[src/rtl/booth_pkg.sv]
// Shared definitions for the Booth multiplier datapath: width helpers,
// pass-count helper and the accumulator FSM state encoding.
package booth_pkg;

    typedef enum logic [1:0] {
        IDLE  = 2'd0,
        ACCUM = 2'd1,
        DONE  = 2'd2
    } state_e;

    // Width of one Booth partial product for a given operand width.
    function automatic int term_width(input int data_width);
        return 2 * data_width - 1;
    endfunction

    // Width of the full product for a given operand width.
    function automatic int result_width(input int data_width);
        return 2 * data_width;
    endfunction

    // Number of accumulate cycles: ceil(num_terms / terms_per_cycle).
    function automatic int n_passes(input int num_terms, input int terms_per_cycle);
        return (num_terms + terms_per_cycle - 1) / terms_per_cycle;
    endfunction

endpackage

[src/rtl/booth_group_adder.sv]
// Combinational adder: sign-extends one group of partial products and adds
// them to the running accumulator. Terms past the end of the bus (only
// possible in the last, partial group) contribute nothing.
module booth_group_adder #(
    parameter int NUM_TERMS       = 17,
    parameter int TERM_WIDTH      = 63,
    parameter int TERMS_PER_CYCLE = 1,
    parameter int RESULT_WIDTH    = 64,
    parameter int IDX_W           = 5
) (
    input  logic [NUM_TERMS*TERM_WIDTH-1:0] terms_i,
    input  logic [IDX_W-1:0]                group_idx,
    input  logic [RESULT_WIDTH-1:0]         acc_in,
    output logic [RESULT_WIDTH-1:0]         sum_out
);

    logic [TERM_WIDTH-1:0]   term_s;
    logic [RESULT_WIDTH-1:0] sum_s;
    int                      term_idx_s;

    // Walk the selected group, adding each in-range term sign-extended to the result width.
    always_comb begin
        sum_s      = acc_in;
        term_s     = {TERM_WIDTH{1'b0}};
        term_idx_s = 0;
        for (int k = 0; k < TERMS_PER_CYCLE; k++) begin
            term_idx_s = int'(group_idx) * TERMS_PER_CYCLE + k;
            if (term_idx_s < NUM_TERMS) begin
                term_s = terms_i[term_idx_s*TERM_WIDTH +: TERM_WIDTH];
                sum_s  = sum_s + {{(RESULT_WIDTH-TERM_WIDTH){term_s[TERM_WIDTH-1]}}, term_s};
            end else begin
                sum_s = sum_s;
            end
        end
        sum_out = sum_s;
    end

endmodule

[src/rtl/booth_pp_accumulator.sv]
// Sequential reduction of Booth partial products: latches the term bus on a
// valid/ready handshake, adds TERMS_PER_CYCLE terms per cycle into a
// double-width accumulator, then offers the product on a valid/ready output.
module booth_pp_accumulator
    import booth_pkg::*;
#(
    parameter int DATA_WIDTH      = 32,
    parameter int NUM_TERMS       = DATA_WIDTH / 2 + 1,
    parameter int TERM_WIDTH      = term_width(DATA_WIDTH),
    parameter int TERMS_PER_CYCLE = 1,
    parameter int RESULT_WIDTH    = result_width(DATA_WIDTH)
) (
    input  logic                           clk,
    input  logic                           rst,
    input  logic                           in_valid,
    output logic                           in_ready,
    input  logic [NUM_TERMS*TERM_WIDTH-1:0] pp_bus,
    output logic                           out_valid,
    input  logic                           out_ready,
    output logic [RESULT_WIDTH-1:0]        product,
    output logic                           busy
);

    localparam int N_PASSES = n_passes(NUM_TERMS, TERMS_PER_CYCLE);
    localparam int IDX_W    = (N_PASSES > 1) ? $clog2(N_PASSES) : 1;
    localparam int BUS_W    = NUM_TERMS * TERM_WIDTH;

    state_e                  state_q, state_d;
    logic [BUS_W-1:0]        terms_q, terms_d;
    logic [RESULT_WIDTH-1:0] acc_q, acc_d;
    logic [IDX_W-1:0]        idx_q, idx_d;
    logic                    out_valid_q, out_valid_d;
    logic                    busy_q, busy_d;
    logic                    in_ready_s;
    logic [RESULT_WIDTH-1:0] group_sum_s;

    booth_group_adder #(
        .NUM_TERMS       (NUM_TERMS),
        .TERM_WIDTH      (TERM_WIDTH),
        .TERMS_PER_CYCLE (TERMS_PER_CYCLE),
        .RESULT_WIDTH    (RESULT_WIDTH),
        .IDX_W           (IDX_W)
    ) u_group_adder (
        .terms_i   (terms_q),
        .group_idx (idx_q),
        .acc_in    (acc_q),
        .sum_out   (group_sum_s)
    );

    // Next-state logic: handshakes, term capture, group stepping and the
    // DONE->ACCUM shortcut when a new set arrives as the product leaves.
    always_comb begin
        state_d    = state_q;
        terms_d    = terms_q;
        acc_d      = acc_q;
        idx_d      = idx_q;
        in_ready_s = 1'b0;
        case (state_q)
            IDLE: begin
                in_ready_s = 1'b1;
                if (in_valid) begin
                    terms_d = pp_bus;
                    acc_d   = {RESULT_WIDTH{1'b0}};
                    idx_d   = {IDX_W{1'b0}};
                    state_d = ACCUM;
                end else begin
                    state_d = IDLE;
                end
            end
            ACCUM: begin
                acc_d = group_sum_s;
                if (idx_q == IDX_W'(N_PASSES - 1)) begin
                    idx_d   = {IDX_W{1'b0}};
                    state_d = DONE;
                end else begin
                    idx_d   = idx_q + IDX_W'(1);
                    state_d = ACCUM;
                end
            end
            DONE: begin
                in_ready_s = out_ready;
                if (out_ready && in_valid) begin
                    terms_d = pp_bus;
                    acc_d   = {RESULT_WIDTH{1'b0}};
                    idx_d   = {IDX_W{1'b0}};
                    state_d = ACCUM;
                end else if (out_ready) begin
                    state_d = IDLE;
                end else begin
                    state_d = DONE;
                end
            end
            default: begin
                state_d = IDLE;
            end
        endcase
        out_valid_d = (state_d == DONE);
        busy_d      = (state_d == ACCUM);
    end

    // State, datapath and status registers with synchronous reset.
    always_ff @(posedge clk) begin
        if (rst) begin
            state_q     <= IDLE;
            terms_q     <= {BUS_W{1'b0}};
            acc_q       <= {RESULT_WIDTH{1'b0}};
            idx_q       <= {IDX_W{1'b0}};
            out_valid_q <= 1'b0;
            busy_q      <= 1'b0;
        end else begin
            state_q     <= state_d;
            terms_q     <= terms_d;
            acc_q       <= acc_d;
            idx_q       <= idx_d;
            out_valid_q <= out_valid_d;
            busy_q      <= busy_d;
        end
    end

    assign in_ready  = in_ready_s;
    assign out_valid = out_valid_q;
    assign busy      = busy_q;
    assign product   = acc_q;

endmodule
[config.mk]
export PLATFORM = sky130hd
export DESIGN_NAME = booth_pp_accumulator
export DESIGN_NICKNAME = d
export VERILOG_FILES = /design/src/rtl/booth_pkg.sv /design/src/rtl/booth_group_adder.sv /design/src/rtl/booth_pp_accumulator.sv
export SDC_FILE = /design/constraint.sdc
export NUM_CORES = 2
export LEC_CHECK = 0
export ABC_AREA = 0
export CORE_AREA = 2 2 451 453
export DETAILED_ROUTE_END_ITERATION = 8
export DIE_AREA = 0 0 453 455
export PLACE_DENSITY = 0.48
export SYNTH_ARGS = -nofsm -noshare
export SYNTH_HDL_FRONTEND = slang
export SYNTH_HIERARCHICAL = 1
export SYNTH_SLANG_ARGS = --single-unit
[constraint.sdc]
create_clock -name clk -period 11.8 [get_ports clk]
set_clock_uncertainty 0.1 [all_clocks]
set_input_delay 3.54 -clock clk [delete_from_list [all_inputs] [get_ports clk]]
set_output_delay 3.54 -clock clk [all_outputs]
set_load 0.005 [all_outputs]
==> results.cfg <==
[status]
status = finished, final reports clean

[global_route]
grt_start_max_net_pins = 212
grt_antenna_before_repair = 123
grt_pass1_vias = 45660
grtUsageTotal_pct = 22.04
grt_overflow = 0
grt_pass1_wl_um = 330500

[synth]
synth_area_um2 = 51720
ys_seq_area_share_pct = 44.28
synthXorXnorAreaFrac_pct = 0.8298
synth_warnings = 6
synth_edf_count = 0
syn_nets = 7260
syn_avg_cell_area_um2 = 8.452
synthAdderAreaFrac_pct = 1.611
synthFlopType = dfxtp_1
ys_types = 65
synth_top_family_by_area = simple AND/OR/NAND/NOR gates
async_flop_share_pct = 0
synth_simple_gate_area_share_pct = 18.85
synth_compound_area_share_pct = 16.08
ys_ff_latch = 1144
synthMuxAreaShare_pct = 13.74
synth_cells = 6119

[worst_setup_path]
critPathLaunchType = primary input
rr_worst_depth = 17
critical-path-top-delay-family = buffers and inverters
path_cells = clkdlybuf4s50_1, nand2b_1, nor2b_1, clkdlybuf4s50_1
slowest_stage = clkdlybuf4s50_1
worstPathArrival_ns = 4.88
path_class = primary input to output pin
crit_path_max_incr_delay_ns = 0.52
crit_required_ns = 8.16
r2r_slack_ns = 5.08
cp_max_fo = 3
r2r_start = idx_q[0]
rr_endpoint = product[60]
cp_common_cell = clkdlybuf4s50_1
cp_num_buf_inv = 2
cp-end-kind = output pin

[detailed_routing]
firstDrtPassIters = 6
drtAntennaViolNets = 0
drt_iter0_markers = 3960
routed_via_density = 4.926
routed_wl_um = 237600
drt-wirelength-per-cell_um = 24.28
vias = 48210
drc = 0

[worst_hold_path]
hold_depth = 2
worstHoldEndpoint = terms_q[483]
hold_path_class = flop to flop
worstHoldStart = terms_q[483]

[cts]
ctsRootBufferMaster = clkbuf_16
clkSlewWorstSetupHoldPaths_ns = 0.06
cts.path.max_buffers = 3
insertion_delay_ns = 0.80
htreeDepth = 4
clock-sinks = 1144
numCtsBuffers = 139
cts_repair_resize_count = 0
cts_tree = built
postCtsHoldBufs = 0
postCtsSetupRepairBufs = 0

[placement]
place_congestion = 0.8825
post-place-ws_ns = 3.280
dpl.cell_count = 9477
post-dp-hpwl_um = 176200
dpl_cell_area_um2 = 64800
port_buffers = 1141

[sta]
slew_headroom_pct = 18.46
fin_crit_sh_pct = 72.22
fin_ws_ns = 3.278
hold_viol_final = 0
tns_ns = 0
tightest_slew_ns = 1.223
slew_viol_final = 0
min_period_ns = 8.522
rsz0062_at_grt = no
setup_viol = 0
fmax_ghz = 0.1173
hold-worst-slack_ns = 0.3485

[die]
ios = 1142
coreArea_um2 = 201300
chipHeight_um = 455
die_x_um = 453
initial_core_util_pct = 25.69
fp.dieArea_um2 = 206100
fp-row-count = 165

[power]
power_frac_seq_pct = 41.5
power.leakage_nw = 25.18
switching_share_pct = 27.19
combPwrFrac_pct = 14.7
power_density_nw_per_um2 = 146.2
p_clk_share_pct = 43.8
power_mw = 10.18
irDropWorstVdd_mv = 0.1488
p_switching_mw = 2.767
intPower_mw = 7.412

[layout]
final_cells = 9786
postLayoutCellArea_um2 = 69630
drive_gt1_share_pct = 8.616
final_common_cell = nand2_1
nets = 8087
mostFrequentLayoutCells = nand2_1, a21oi_1, dfxtp_1, clkdlybuf4s50_1, mux4_2
final_core_util_pct = 34.59
area.growth.synth_to_final_pct = 34.64

[flow_run]
drv_cap = 0
registers in the layout, indices dropped and copies added (netlist names):
register / cells
idx_q: 5
busy: 1
out_valid: 1
state_q: 2
product: 64
terms_q: 1071
Yosys cell counts, types with 16 or more instances:
cell type / n / area share (%)
nand2_1: 2234 / 16
a21oi_1: 1198 / 12
dfxtp_1: 1144 / 44
mux4_2: 315 / 14
buf_2: 251 / 2.4
clkbuf_1: 212 / 1.5
nor2_1: 155 / 1.1
a22oi_1: 68 / 0.99
ha_1: 65 / 1.6
a22o_1: 63 / 1.1
o21ai_0: 51 / 0.49
a21o_1: 36 / 0.52
xnor2_1: 27 / 0.46
nand4_1: 23 / 0.28
buf_4: 22 / 0.32
xor2_1: 22 / 0.37
nand3_1: 18 / 0.17
inv_1: 17 / 0.12
buf_1: 16 / 0.12
nor3_1: 16 / 0.15
logic make-up (layout without fill, tap and decap cells):
family,count (synthesis),count (layout)
simple gates,2514,2514
compound gates,1507,1507
flops,1144,1144
buf+inv,523,1461
mux,316,316
fa+ha+maj,66,66
xor+xnor,49,49
other cells,0,57
tightest hold or removal path: cells and delay by family, from the launching register on:
family,cells,cell delay (ns)
AND/OR/NAND/NOR,1,0.05
AO/OA/AOI/OAI,1,0.05
flip-flops,1,0.30
power groups by stage:
stage          Clock, mW  Combinational (mW)  Sequential (mW)
3_3_place_gp           0                1.50             4.30
6_report            4.46                1.49             4.23
3_5_place_dp           0                1.51             4.31
5_1_grt             4.72                1.62             4.25
2_1_floorplan          0               0.819             4.26
4_1_cts             4.58                1.51             4.23
area by class of cell:
| cell class | instances | area, µm² |
|---|---|---|
| fill | 21240 | 131700 |
| multi-input combinational | 4452 | 26470 |
| sequential | 1144 | 22920 |
| timing repair buffer | 1190 | 11990 |
| clock buffer | 209 | 4115 |
| tap | 2672 | 3343 |
| clock inverter | 43 | 573.1 |
| antenna | 57 | 142.6 |
| inverter | 19 | 72.57 |
worst max-delay path by stage:
| stage | depth (start not counted) | to | from |
|---|---|---|---|
| 2_1_floorplan | 2 | in_ready | out_ready |
| 6_report | 4 | in_ready | out_ready |
| 5_1_grt | 4 | in_ready | out_ready |
| 3_5_place_dp | 4 | in_ready | out_ready |
| 3_3_place_gp | 4 | in_ready | out_ready |
| 4_1_cts | 4 | in_ready | out_ready |
metal layers:
layer / up-vias / track usage, % / wire (µm)
li1: 22710 / - / -
met1: 23620 / 28.82 / 102600
met2: 1463 / 35.72 / 113300
met3: 352 / 4.772 / 14610
met4: 70 / 7.865 / 6658
met5: - / 0 / 457
(Power assumes the default switching activity.)
